$ cat config.mk
export PLATFORM = sky130hd
export DESIGN_NAME = dtl_loader_slave
export DESIGN_NICKNAME = d
export VERILOG_FILES = /design/src/rtl/dtl_loader_slave_pkg.sv /design/src/rtl/dtl_loader_slave.sv
export SDC_FILE = /design/constraint.sdc
export NUM_CORES = 1
export LEC_CHECK = 0
export CAP_MARGIN = 20
export CORE_MARGIN = 2
export CORE_UTILIZATION = 50
export CTS_CLUSTER_SIZE = 30
export DETAILED_ROUTE_END_ITERATION = 7
export PLACE_DENSITY = 0.86
export SYNTH_ARGS = -nofsm -noshare
export SYNTH_HDL_FRONTEND = slang
export SYNTH_SLANG_ARGS = --single-unit
$ cat constraint.sdc
create_clock -name iClk -period 3.65 [get_ports iClk]
set_clock_uncertainty 0.1 [all_clocks]
set_input_delay 0.73 -clock iClk [delete_from_list [all_inputs] [get_ports iClk]]
set_output_delay 0.73 -clock iClk [all_outputs]
set_load 0.01 [all_outputs]
$ cat src/rtl/dtl_loader_slave_pkg.sv
// Shared definitions for the DTL loader control window: register offsets,
// FSM states, register selectors and status bit positions.
package dtl_loader_slave_pkg;

  localparam logic [31:0] OFF_CTRL      = 32'd0;
  localparam logic [31:0] OFF_RUN       = 32'd4;
  localparam logic [31:0] OFF_STATE_CMD = 32'd8;
  localparam logic [31:0] OFF_RADDR     = 32'd12;
  localparam logic [31:0] OFF_WADDR     = 32'd16;

  localparam int unsigned ST_DONE   = 0;
  localparam int unsigned ST_HALTED = 1;
  localparam int unsigned ST_BUSY   = 2;

  typedef enum logic [1:0] {
    S_IDLE,
    S_WRITE,
    S_READ
  } state_e;

  typedef enum logic [2:0] {
    REG_CTRL,
    REG_RUN,
    REG_CMD,
    REG_RADDR,
    REG_WADDR,
    REG_NONE
  } reg_sel_e;

  function automatic reg_sel_e decode(input logic [31:0] off);
    case (off)
      OFF_CTRL:      return REG_CTRL;
      OFF_RUN:       return REG_RUN;
      OFF_STATE_CMD: return REG_CMD;
      OFF_RADDR:     return REG_RADDR;
      OFF_WADDR:     return REG_WADDR;
      default:       return REG_NONE;
    endcase
  endfunction

endpackage

$ cat src/rtl/dtl_loader_slave.sv
// DTL target for the CGRA loader control window (config start, core reset,
// state command/addresses, status). DTL_LOADER_BURST_EN enables multi-beat bursts.
module dtl_loader_slave
  import dtl_loader_slave_pkg::*;
#(
  parameter logic [31:0] BASE_ADDR             = 32'hC0000,
  parameter int unsigned INTERFACE_WIDTH       = 32,
  parameter int unsigned INTERFACE_ADDR_WIDTH  = 32,
  parameter int unsigned INTERFACE_BLOCK_WIDTH = 5,
  parameter int unsigned STATE_CMD_WIDTH       = 6
) (
  input  logic                               iClk,
  input  logic                               iReset,
  input  logic                               iDTL_CommandValid,
  output logic                               oDTL_CommandAccept,
  input  logic                               iDTL_CommandReadWrite,
  input  logic [INTERFACE_ADDR_WIDTH-1:0]    iDTL_Address,
  input  logic [INTERFACE_BLOCK_WIDTH-1:0]   iDTL_BlockSize,
  input  logic                               iDTL_WriteValid,
  output logic                               oDTL_WriteAccept,
  input  logic [INTERFACE_WIDTH-1:0]         iDTL_WriteData,
  input  logic [INTERFACE_WIDTH/8-1:0]       iDTL_WriteEnable,
  input  logic                               iDTL_WriteLast,
  output logic                               oDTL_ReadValid,
  input  logic                               iDTL_ReadAccept,
  output logic [INTERFACE_WIDTH-1:0]         oDTL_ReadData,
  output logic                               oDTL_ReadLast,
  input  logic                               iConfigDone,
  input  logic                               iHalted,
  output logic                               oConfigStart,
  output logic                               oCoreReset,
  output logic [STATE_CMD_WIDTH-1:0]         oStateCmd,
  output logic [INTERFACE_WIDTH-1:0]         oStateReadAddr,
  output logic [INTERFACE_WIDTH-1:0]         oStateWriteAddr
);

  localparam int unsigned DW   = INTERFACE_WIDTH;
  localparam int unsigned AW   = INTERFACE_ADDR_WIDTH;
  localparam int unsigned BW   = INTERFACE_BLOCK_WIDTH;
  localparam int unsigned BE_W = INTERFACE_WIDTH / 8;

  state_e                     state_q, state_d;
  logic [AW-1:0]              addr_q, addr_d;
  logic [BW-1:0]              cnt_q, cnt_d;
  logic [DW-1:0]              rdata_q, rdata_d;
  logic                       busy_q, busy_d;
  logic                       done_prev_q;
  logic                       start_q, start_d;
  logic                       run_q, run_d;
  logic [STATE_CMD_WIDTH-1:0] cmd_q, cmd_d;
  logic [DW-1:0]              raddr_q, raddr_d;
  logic [DW-1:0]              waddr_q, waddr_d;

  logic                       wr_en;
  logic                       done_rise;
  logic [AW-1:0]              rd_addr;
  logic [DW-1:0]              rd_mux;
  logic [BW-1:0]              beats_m1;
  reg_sel_e                   wr_sel;

`ifdef DTL_LOADER_BURST_EN
  logic unused_inputs;
  assign unused_inputs = iDTL_WriteLast;
  assign beats_m1      = iDTL_BlockSize;
`else
  logic unused_inputs;
  assign unused_inputs = iDTL_WriteLast ^ (^iDTL_BlockSize);
  assign beats_m1      = '0;
`endif

  // Read data is registered one beat ahead: at command accept from the command
  // address, and on each ReadAccept from the following word.
  always_comb begin
    rd_addr = (state_q == S_IDLE) ? iDTL_Address : addr_q + AW'(4);
    rd_mux  = '0;
    unique case (decode(32'(rd_addr - BASE_ADDR)))
      REG_CTRL: begin
        rd_mux[ST_DONE]   = iConfigDone;
        rd_mux[ST_HALTED] = iHalted;
        rd_mux[ST_BUSY]   = busy_q;
      end
      REG_RUN:   rd_mux[0] = run_q;
      REG_CMD:   rd_mux[STATE_CMD_WIDTH-1:0] = cmd_q;
      REG_RADDR: rd_mux = raddr_q;
      REG_WADDR: rd_mux = waddr_q;
      default:   rd_mux = '0;
    endcase
  end

  always_comb begin
    state_d            = state_q;
    addr_d             = addr_q;
    cnt_d              = cnt_q;
    rdata_d            = rdata_q;
    wr_en              = 1'b0;
    oDTL_CommandAccept = 1'b0;
    oDTL_WriteAccept   = 1'b0;
    oDTL_ReadValid     = 1'b0;
    unique case (state_q)
      S_IDLE: begin
        oDTL_CommandAccept = 1'b1;
        if (iDTL_CommandValid) begin
          addr_d = iDTL_Address;
          cnt_d  = beats_m1;
          if (iDTL_CommandReadWrite) begin
            state_d = S_READ;
            rdata_d = rd_mux;
          end else begin
            state_d = S_WRITE;
          end
        end
      end
      S_WRITE: begin
        oDTL_WriteAccept = 1'b1;
        if (iDTL_WriteValid) begin
          wr_en  = 1'b1;
          addr_d = addr_q + AW'(4);
          if (cnt_q == '0) state_d = S_IDLE;
          else             cnt_d   = cnt_q - BW'(1);
        end
      end
      S_READ: begin
        oDTL_ReadValid = 1'b1;
        if (iDTL_ReadAccept) begin
          addr_d = addr_q + AW'(4);
          if (cnt_q == '0) begin
            state_d = S_IDLE;
            rdata_d = '0;
          end else begin
            cnt_d   = cnt_q - BW'(1);
            rdata_d = rd_mux;
          end
        end
      end
      default: state_d = S_IDLE;
    endcase
  end

  // A config-done rising edge clears busy before any CTRL write is considered.
  always_comb begin
    wr_sel    = decode(32'(addr_q - BASE_ADDR));
    done_rise = iConfigDone & ~done_prev_q;
    start_d   = wr_en && (wr_sel == REG_CTRL) && !busy_q && !done_rise;
    busy_d    = start_d | (busy_q & ~done_rise);
    run_d     = run_q;
    cmd_d     = cmd_q;
    raddr_d   = raddr_q;
    waddr_d   = waddr_q;
    if (wr_en) begin
      unique case (wr_sel)
        REG_RUN: if (iDTL_WriteEnable[0]) run_d = iDTL_WriteData[0];
        REG_CMD: if (iDTL_WriteEnable[0]) cmd_d = iDTL_WriteData[STATE_CMD_WIDTH-1:0];
        REG_RADDR:
          for (int unsigned b = 0; b < BE_W; b++)
            if (iDTL_WriteEnable[b]) raddr_d[8*b +: 8] = iDTL_WriteData[8*b +: 8];
        REG_WADDR:
          for (int unsigned b = 0; b < BE_W; b++)
            if (iDTL_WriteEnable[b]) waddr_d[8*b +: 8] = iDTL_WriteData[8*b +: 8];
        default: ;
      endcase
    end
  end

  always_ff @(posedge iClk or negedge iReset) begin
    if (!iReset) begin
      state_q     <= S_IDLE;
      addr_q      <= '0;
      cnt_q       <= '0;
      rdata_q     <= '0;
      busy_q      <= 1'b0;
      done_prev_q <= 1'b0;
      start_q     <= 1'b0;
      run_q       <= 1'b1;
      cmd_q       <= '0;
      raddr_q     <= '0;
      waddr_q     <= '0;
    end else begin
      state_q     <= state_d;
      addr_q      <= addr_d;
      cnt_q       <= cnt_d;
      rdata_q     <= rdata_d;
      busy_q      <= busy_d;
      done_prev_q <= iConfigDone;
      start_q     <= start_d;
      run_q       <= run_d;
      cmd_q       <= cmd_d;
      raddr_q     <= raddr_d;
      waddr_q     <= waddr_d;
    end
  end

  assign oDTL_ReadData   = rdata_q;
  assign oDTL_ReadLast   = oDTL_ReadValid && (cnt_q == '0);
  assign oConfigStart    = start_q;
  assign oCoreReset      = run_q;
  assign oStateCmd       = cmd_q;
  assign oStateReadAddr  = raddr_q;
  assign oStateWriteAddr = waddr_q;

endmodule
# Word-level counts from Yosys, hierarchy flattened
# Cells that the tools add are included.
# word_totals
regBits	145
latchBits	0
mem_bits_rw	0
romBits	0
input_bits	82
output_inout_bits	108
wordCells	107
n_memories	0
# op_classes
addsub	4
multipliers	0
div_mod_pow	0
magnitude_cmp	0
eq_ne	22
shift	0
mux	32
n_bitwise	5
n_reduce_logical	27
# ops
op	n
$mux W32	8
$eq A32 B4 Y1 const B	4
$pmux W32 S3	1
$eq A32 B3 Y1 const B	2
$eq A32 B5 Y1 const B	2
$logic_not A32 Y1	2
$pmux W32 S2	1
$sub A32 B20 Y32 const B	2
$pmux W26 S2	1
$reduce_and A3 Y1	11
$add A32 B3 Y32 const B	1
$pmux W3 S5	2
$mux W5	4
$pmux W5 S3	1
$eq A3 B2 Y1 const B	4
$mux W2	5
$pmux W3 S3	1
$ne A2 B2 Y1 const B	4
$pmux W2 S4	1
$reduce_and A4 Y1	2
$eq A3 B1 Y1 const B	2
$eq A3 B3 Y1 const B	2
$logic_not A3 Y1	2
$pmux W2 S3	1
other kinds (14)	24

# Longest topological paths before layout
# Gate-level depths: netlist of run 1.
# logic_depth
depth_word	10
mapped_depth	13
depth_no_buf	10

# Least setup slack after synthesis of run 1
# Ideal clock, no wire load.
# synth_timing
path_kind	register -> register
from	reg addr_q[3]
to	reg rdata_q[10] (netlist: oDTL_ReadData[10])
setup_time_ps	66
arrival_ps	3040
required_ps	3484
setup_slack_ps	444
path_stages_with_launch	13
path_buffers	3
period_less_slack_ps	3206
path_cell_list	dfrtp_1 -> ha_1 -> buf_2 -> nand3_1 -> nor4_1 -> xor2_1 -> a211oi_1 -> a31oi_1 -> or4_1 -> nor4bb_1 -> buf_2 -> buf_6 -> a221o_1
# synth_between
elab_chain_len	10
elab_cells_between_ends	17
classes_between	add/sub: 2; eq/ne: 6; mux: 8; reduce/logical: 1
# synth_rtl
element	line_no	rtl
from (decl)	dtl_loader_slave.sv:43	logic [AW-1:0] addr_q, addr_d;
from (signal assigned)	dtl_loader_slave.sv:179	addr_q <= addr_d;
$add A32 B3 Y32 (*)	dtl_loader_slave.sv:74	rd_addr = (state_q == S_IDLE) ? iDTL_Address : addr_q + AW'(4);
$mux W32 (*)	dtl_loader_slave.sv:74	
$sub A32 B20 Y32 (*)	dtl_loader_slave.sv:76	unique case (decode(32'(rd_addr - BASE_ADDR)))
$eq A32 B5 Y1, or another cell as far along	dtl_loader_slave_pkg.sv:31	case (off)
$pmux W3 S5 (*)	dtl_loader_slave_pkg.sv:31	
$eq A3 B3 Y1 or $eq A3 B2 Y1 (tied branches)	dtl_loader_slave.sv:76	
$pmux W26 S2 (*)	dtl_loader_slave.sv:76	
$mux W32 (on tied branches)	dtl_loader_slave.sv:126, dtl_loader_slave.sv:105	
$mux W32 (on tied branches)	dtl_loader_slave.sv:124, dtl_loader_slave.sv:102	
$pmux W32 S2 (*)	dtl_loader_slave.sv:99	unique case (state_q)
to (signal assigned)	dtl_loader_slave.sv:181	rdata_q <= rdata_d;
to (decl)	dtl_loader_slave.sv:45	logic [DW-1:0] rdata_q, rdata_d;
# Mark *: on every way between the ends. The rest lies on a longest branch, timed or not. The select of a mux whose other input is x is not followed.
# A chain may end at the register's enable or synchronous reset.

# Worst setup path in the final report of run 1
# layout_timing
from	reg addr_q[8]
to	reg rdata_q[16] (netlist: oDTL_ReadData[16])
# The elaborated chain is that of the path after synthesis.

==> results of run 1 <==
==> routing by layer <==
metal	GRT usage (%)	vias to the layer above	share of wire (%)	routed length (um)
met5	0	-	0	0
li1	-	3243	-	-
met4	12.5	0	3.7	889
met2	47.5	395	48	11600
met1	40.0	3523	41	9870
met3	6.53	71	8.1	1980
==> cell families after synthesis <==
logic type	Yosys count	synth area share (%)
buf+inv	73	4.35
simple gates	266	19.0
flops	145	46.8
mux	83	11.9
compound gates	181	15.2
xor+xnor	10	1.13
fa+ha+maj	11	1.77
==> timing repair <==
action | in CTS | in global routing
hold endpoints to repair | 0 | 0
resized for setup | 0 | 4
endpoints found under the setup margin | 0 | 27
==> layout by cell type, fill, tap and decap left out, types with 26 or more instances in the layout <==
| cell type | netlist | layout |
|---|---|---|
| nand2_1 | 53 | 53 |
| o21ai_0 | 36 | 36 |
| dfrtp_1 | 144 | 144 |
| mux2_2 | 72 | 72 |
| a221o_1 | 26 | 26 |
| nor2_1 | 36 | 35 |
| clkdlybuf4s50_1 | 0 | 182 |
| buf_4 | 3 | 33 |
| nand3_1 | 36 | 35 |
| and2_1 | 30 | 30 |
| a21oi_1 | 57 | 57 |
==> registers in the layout, indices dropped and copies added, names as in the netlist <==
signal and flops:
cnt_q 5, oConfigStart 1, oStateWriteAddr 32, oCoreReset 1, busy_q 1, oStateCmd 6
done_prev_q 1, oStateReadAddr 32, state_q 2, addr_q 32, oDTL_ReadData 32
==> worst max-delay path: stages, from the launching register on <==
cell and delay (ps):
dfrtp_1 530, nand4_2 270, or4_1 620, or4_1 480, a41o_1 280, o311ai_2 220
nor4b_2 150, and3_4 250, buf_12 150, a221o_1 300
==> area by class of cell <==
class | count | area (sq um) | share of cell area, %
multi-input combinational | 551 | 3850 | 36.4
tap | 188 | 235 | 2.23
clock inverter | 11 | 179 | 1.69
inverter | 16 | 60.1 | 0.569
sequential | 145 | 3630 | 34.4
timing repair buffer | 220 | 2160 | 20.5
clock buffer | 20 | 447 | 4.23
==> metrics by stage <==
step                hold slack, ps  util, %
finish                         228     69.4
global route                   307     69.4
CTS                            267     69.3
detailed placement             333     65.2
global placement               324     65.2
floorplan                      311        -
==> power by group through the flow <==
stage / Clock (uW) / Combinational [uW] / Sequential [uW]
after floorplan: 0 / 1930 / 1980
after global placement: 0 / 2500 / 2160
after detailed placement: 0 / 2590 / 2170
after CTS: 1890 / 2620 / 2150
after global routing: 1960 / 2940 / 2200
final: 1880 / 2700 / 2170
==> worst max-delay path by stage <==
stage                        endpoint  slack [ps]  cells after the start
global route        oDTL_ReadData[16]          20                     10
floorplan           oDTL_ReadData[10]         440                     12
CTS                  oDTL_ReadData[8]         140                     10
finish              oDTL_ReadData[16]         190                      9
global placement    oDTL_ReadData[21]         130                     10
detailed placement  oDTL_ReadData[10]          30                     10
==> flow_summary.toml, run 1 <==
[detailed_routing]
drc = 0
routed_wl_um = 24300
first_pass_iters = 5
vias = 7232
drt_iter0_drc = 621
wl_per_cell_um = 21.1
ant_nets = 0
routed_via_density = 6.28

[setup_path]
setup.worst_path.class = "flop to flop"
cp-startpoint = "addr_q[8]"
reg2reg_depth = 9
cp-end-kind = "flop"
crit_path_start_kind = "flop"
worstPathMaxFanout = 15
critPathRequiredTime_ps = 3860
worst-r2r-setup-slack_ps = 190
worstPathArrival_ps = 3670
r2r_start = "addr_q[8]"
r2r-end = "oDTL_ReadData[16]"

[timing]
period_needed_ps = 3460
layout_setup_ws_ps = 188
timing.setup.tns_ps = 0
slew_viol_final = 0
max_freq_mhz = 289
worst_slew_pin_slew_ps = 775
slew_headroom_pct = 47.9
finalHoldViolCount = 0
period_share_pct = 94.8
setup_viol = 0
rsz0062_at_grt = "false"

[finish]
fillers = 1088
drive_above_1_share_pct = 16.7
nets = 1044
finish.instance_area_sq_um = 10600
diodes = 0
instances_no_fill = 1151
syn_to_final_growth_pct = 36.0

[yosys]
synth_area_leaders = "dfrtp_1, mux2_2, a21oi_1"
syn_inst = 769
async_flop_share_pct = 100
synth.most_common_cell = "dfrtp_1"
synth_cell_types = 60
syn_area_sq_um = 7760
yosysWarnings = 0
ys.flop_type = "dfrtp_1"
synth_top_area_share_pct = 46.4
yosysTopAreaCell = "dfrtp_1"
ys_ff_latch = 145
synthTopCellsByCount = "dfrtp_1, mux2_2, a21oi_1"
syn_nets = 862
syn_avg_cell_area_sq_um = 10.1
ys_seq_area_share_pct = 46.8
synth-edff-count = 0

[clocking]
postCtsHoldBufs = 0
cts_buffer_depth = 2
path_clk_slew_ps = 60
cts_buffers = 17
cts.sinks = 145
cts_tree = "yes"
clk_latency_ps = 430
cts_root_buf = "clkbuf_16"
cts_setup_buffers = 0
h-tree-depth = 4

[pwr]
p_total_uw = 6750
switching_power_uw = 2760
leakage_uw = 0.00453
p_int_uw = 4000
p_comb_share_pct = 40.0
clock_power_share_pct = 27.9
p_seq_share_pct = 32.1
p_sw_share_pct = 40.8
ir_drop_mv = 0.867
pwr_density_cell_nw_per_um2 = 640

[place]
post-dp-hpwl_um = 17000
gp_congestion = 0.972
portBuffers = 183
placed_area_sq_um = 9910
pre_cts_slack_ps = 31.6
dp_cells = 1120

[global_route]
grt.overflow.total = 0
grt_pass1_vias = 6952
grt_pass1_wl_um = 37900
antenna_found_initial = 0
grt_max_degree = 78
groute.usage.overall_pct = 29.9

[floorplan]
die_w_um = 129
pin_count = 190
start_util_pct = 51.1
die_height_um = 129
rows = 45
fp.coreArea_sq_um = 15200
die_area_sq_um = 16500

[hold_path]
hp-class = "input pin to asynchronous set/reset pin"

[status]
status = "finished clean"

[job]
maxCapViolCount = 0
(Power assumes the default switching activity.)
==> run 2, diff against run 1 <==
--- a/config.mk
+++ b/config.mk
@@ -10,7 +10,7 @@
 export CORE_UTILIZATION = 50
 export CTS_CLUSTER_SIZE = 30
 export DETAILED_ROUTE_END_ITERATION = 7
-export PLACE_DENSITY = 0.86
+export PLACE_DENSITY = 0.8
 export SYNTH_ARGS = -nofsm -noshare
 export SYNTH_HDL_FRONTEND = slang
 export SYNTH_SLANG_ARGS = --single-unit
==> run 2 against run 1 <==
Effect of this change: core utilization decreased by 0.21 points; cell count up 0.35%; combinational power is essentially flat; register-to-register slack worse by 60 ps; sequential share of layout area increased by 0.11 points; die area unchanged; via count is 2.0% lower; sequential power barely moved; count of clock-buffer cells in the layout down 3; critical path type unchanged.
==> flow_summary.toml, run 2 (synthesis results as in run 1) <==
[status]
status = "finished clean"

[setup_path]
cp-end-kind = "flop"
r2r-end = "oDTL_ReadData[8]"
worstPathMaxFanout = 26
crit_end = "oDTL_ReadData[8]"
setup.worst_path.class = "flop to flop"
cp-startpoint = "addr_q[2]"
worstPathArrival_ps = 3720
r2r_start = "addr_q[2]"
critPathRequiredTime_ps = 3850
crit_path_start_kind = "flop"
worst-r2r-setup-slack_ps = 130
reg2reg_depth = 11

[timing]
period_share_pct = 96.5
slew_viol_final = 0
worst_slew_pin_slew_ps = 638
finalHoldViolCount = 0
period_needed_ps = 3520
timing.setup.tns_ps = 0
rsz0062_at_grt = "false"
setup_viol = 0
slew_headroom_pct = 56.2
max_freq_mhz = 284

[global_route]
grt.overflow.total = 0
antenna_found_initial = 0
grt_pass1_vias = 6831
grt_max_degree = 64
groute.usage.overall_pct = 28.3
grt_pass1_wl_um = 36600

[pwr]
p_comb_share_pct = 41.2
ir_drop_mv = 0.526
switching_power_uw = 2750
pwr_density_cell_nw_per_um2 = 623
p_seq_share_pct = 32.8
leakage_uw = 0.00452
p_sw_share_pct = 41.9
p_int_uw = 3810
clock_power_share_pct = 26.0

[clocking]
cts_root_buf = "clkbuf_16"
cts_buffer_depth = 2
cts_buffers = 17
postCtsHoldBufs = 0
cts.sinks = 145
clk_latency_ps = 420
cts_resized = 0
cts_tree = "yes"
cts_setup_buffers = 0
h-tree-depth = 4
path_clk_slew_ps = 60

[finish]
drive_above_1_share_pct = 17.1
nets = 1048
final_common_cell = "clkdlybuf4s50_1"
diodes = 0
final_cell_mix = "clkdlybuf4s50_1, dfrtp_1, mux2_2"
utilization_pct = 69.2
syn_to_final_growth_pct = 35.6

[detailed_routing]
routed_wl_um = 23300
wl_per_cell_um = 20.2
drt_iter0_drc = 691
first_pass_iters = 5
vias = 7086
ant_nets = 0
drc = 0
routed_via_density = 6.14

[floorplan]
fp.coreArea_sq_um = 15200
die_height_um = 129
start_util_pct = 51.1
die_area_sq_um = 16500
pin_count = 190
rows = 45
die_w_um = 129

[place]
portBuffers = 183
post-dp-hpwl_um = 16600
gp_congestion = 0.987

[job]
maxCapViolCount = 0

[hold_path]
hp-class = "input pin to asynchronous set/reset pin"
## run 2: cell count changes in the layout (fill, tap and decap cells not counted), moves of 2 or more
cell       change
clkbuf_1       -2
buf_4          +4
inv_6          +4
bufinv_16      -3
## run 2: final cells by class
class / count / area (sq um)
clock buffers: 17 / 425
fillers: 1139 / 4680
well taps: 188 / 235
multi-input cells: 551 / 3830
inverters: 16 / 60.1
repair buffers: 224 / 2190
flip-flops and latches: 145 / 3630
clock inverters: 14 / 150
## run 2: per-layer routing
layer  share of wire (%)  vias up  GRT usage [%]  wire length, um
met1                  42     3442           38.6             9780
met3                 8.7       54           7.82             2020
met4                 2.8        0           8.82              659
li1                    -     3256              -                -
met5                   0        -              0                0
met2                  46      334           44.5            10800
## run 2: worst max-delay path: stages (launching register included)
cell       delay (ps)
dfrtp_1           350
ha_1              270
and3_1            380
nand3_1           230
buf_4             200
or4_1             520
a2bb2oi_1         300
o21bai_1          170
or4_1             230
nor4bb_4           80
buf_12            200
a221o_1           370
## run 2: how the worst min path moves through the flow
stage,startpoint,endpoint,depth (start not counted)
6_report,iReset,cnt_q[4],1
5_1_grt,iReset,cnt_q[4],1
4_1_cts,iReset,cnt_q[4],1
3_5_place_dp,busy_q,oConfigStart,1
3_3_place_gp,busy_q,oConfigStart,1
2_1_floorplan,busy_q,oConfigStart,1
## run 2: through the flow
stage / hold WS, ps / power [uW] / instances / worst slack (ps) / instance area [sq um]
2_1_floorplan: 311 / 3900 / 769 / 444 / 7760
3_3_place_gp: 333 / 4720 / 1124 / 92.0 / 9940
3_5_place_dp: 330 / 4780 / 1124 / 57.2 / 9940
4_1_cts: 202 / 6500 / 1155 / 179 / 10500
5_1_grt: 227 / 6930 / 1155 / 1.89 / 10500
6_report: 183 / 6560 / 1155 / 128 / 10500
## run 2: power by group through the flow
stage               combinational [uW]  clock (uW)  sequential, uW
floorplan                         1930           0            1980
global placement                  2570           0            2160
detailed placement                2620           0            2160
CTS                               2650        1720            2130
global route                      2960        1800            2170
finish                            2700        1700            2150
==> run 3, diff against run 2 <==
==> constraint.sdc (replaced) <==
create_clock -name iClk -period 4.1 [get_ports iClk]
set_clock_uncertainty 0.1 [all_clocks]
set_input_delay 0.82 -clock iClk [delete_from_list [all_inputs] [get_ports iClk]]
set_output_delay 0.82 -clock iClk [all_outputs]
set_load 0.01 [all_outputs]
==> run 3 against run 2 <==
Effect of this change: die area is the same; via count is 2.0% lower; critical path depth is 1 lower; largest cell class unchanged; core utilization decreased by 1.4 points; fmax down 7.5%; combinational power decreased by 21%; global-route usage up 0.11 points; register-to-register slack better by 160 ps; design area shrank 2.0%; first-iteration DRC count fell by 29%; largest power group unchanged; routed wire length decreased by 1.5%; sequential share of layout area is 0.70 points higher.
==> flow_summary.toml, run 3 (synthesis results as in run 1) <==
[clocking]
clk_latency_ps = 430
h-tree-depth = 4
postCtsHoldBufs = 0
cts_tree = "yes"
cts_buffer_depth = 2
cts_resized = 0
cts.sinks = 145
cts_root_buf = "clkbuf_16"
path_clk_slew_ps = 60
cts_buffers = 17
cts_setup_buffers = 0

[finish]
drive_above_1_share_pct = 14.9
final_common_cell = "clkdlybuf4s50_1"
syn_to_final_growth_pct = 32.9
diodes = 0
nets = 1024
final_cell_mix = "clkdlybuf4s50_1, dfrtp_1, mux2_2"

[timing]
worst_slew_pin_slew_ps = 955
slew_headroom_pct = 36.3
timing.setup.tns_ps = 0
period_needed_ps = 3810
setup_viol = 0
max_freq_mhz = 263
rsz0062_at_grt = "false"
finalHoldViolCount = 0
period_share_pct = 92.9
layout_setup_ws_ps = 291
slew_viol_final = 0

[hold_path]
worstHoldStart = "busy_q"
worstHoldPathCells = 1
hp-class = "flop to flop"

[setup_path]
crit_path_start_kind = "flop"
path_cells = "ha_1, nand3_1, nor3_2, nand4_1, a211oi_1, a31oi_1, or4_1, nor4bb_4, buf_12, a221o_1"
cp-startpoint = "addr_q[3]"
crit_slowest_cell = "or4_1"
reg2reg_depth = 10
worstPathMaxFanout = 26
cp-end-kind = "flop"
worstPathArrival_ps = 4070
cpPeakStageDelay_ps = 590
cp.depth = 10
critPathRequiredTime_ps = 4360
r2r_start = "addr_q[3]"
setup.worst_path.class = "flop to flop"
crit_family = "simple AND/OR/NAND/NOR gates"
cp_num_buf_inv = 1

[pwr]
ir_drop_mv = 0.358
leakage_uw = 0.00441
pwr_density_cell_nw_per_um2 = 553

[job]
maxCapViolCount = 0

[floorplan]
start_util_pct = 51.1
die_area_sq_um = 16500
die_w_um = 129
die_height_um = 129
pin_count = 190
fp.coreArea_sq_um = 15200
rows = 45

[global_route]
grt_pass1_vias = 6785
grt.overflow.total = 0
grt_max_degree = 105
antenna_found_initial = 0
groute.usage.overall_pct = 28.4
grt_pass1_wl_um = 36500

[detailed_routing]
ant_nets = 0
drt_iter0_drc = 490
first_pass_iters = 6
routed_wl_um = 22900
wl_per_cell_um = 20.3
routed_via_density = 6.14
vias = 6945
drc = 0

[place]
portBuffers = 183
pre_cts_slack_ps = 266
gp_congestion = 0.955
post-dp-hpwl_um = 16200

[status]
status = "finished clean"
==> run 3: cell types whose count changed in the layout (fill, tap and decap cells not counted) <==
cell / previous run / this run
inv_8: 1 / 3
buf_12: 4 / 1
clkinv_2: 0 / 1
nor3_2: 2 / 1
buf_4: 37 / 16
clkinv_4: 2 / 3
clkinvlp_4: 3 / 0
nor3_1: 16 / 17
==> run 3: path summary, 6_finish.rpt <==
| kind | to | slack [ps] |
|---|---|---|
| max in group asynchronous | oStateReadAddr[8] | 2670 |
| hold / removal | oConfigStart | 340 |
| min in group asynchronous | cnt_q[1] | 400 |
| setup / recovery | oDTL_ReadData[26] | 290 |
| hold reg to reg | oConfigStart | 340 |
| setup reg to reg | oDTL_ReadData[26] | 290 |
==> run 3: stage by stage <==
stage               std cells  utilization (%)  hold WS (ps)  power [uW]  cell area (sq um)
floorplan                 769                -           311        3470               7760
global placement         1100             63.9           330        4050               9720
detailed placement       1100             63.9           325        4100               9720
CTS                      1132             67.8           334        5660              10300
global route             1132             67.9           360        6050              10300
finish                   1132             67.9           339        5700              10300
==> run 3: per-layer routing <==
layer / global-route usage, % / share of wire, % / vias to the layer above / wire length, um
met5: 0 / 0 / - / 0
met4: 10.5 / 2.7 / 0 / 615
met3: 8.15 / 8.4 / 44 / 1940
met2: 43.6 / 47 / 293 / 10700
met1: 38.7 / 42 / 3393 / 9640
li1: - / - / 3215 / -
==> run 3: layout make-up <==
type,count,area (sq um)
tap,188,235
multi-input combinational,551,3830
clock buffer,17,425
fill,1212,4890
clock inverter,15,164
sequential,145,3630
timing repair buffer,200,1970
inverter,16,60.1
==> run 3: report_power, final <==
group	leakage [uW]	total, uW	internal [uW]	switching (uW)
sequential	0.00193	2020	1620	398
combinational	0.00219	2120	800	1320
clock	0.000292	1560	865	692
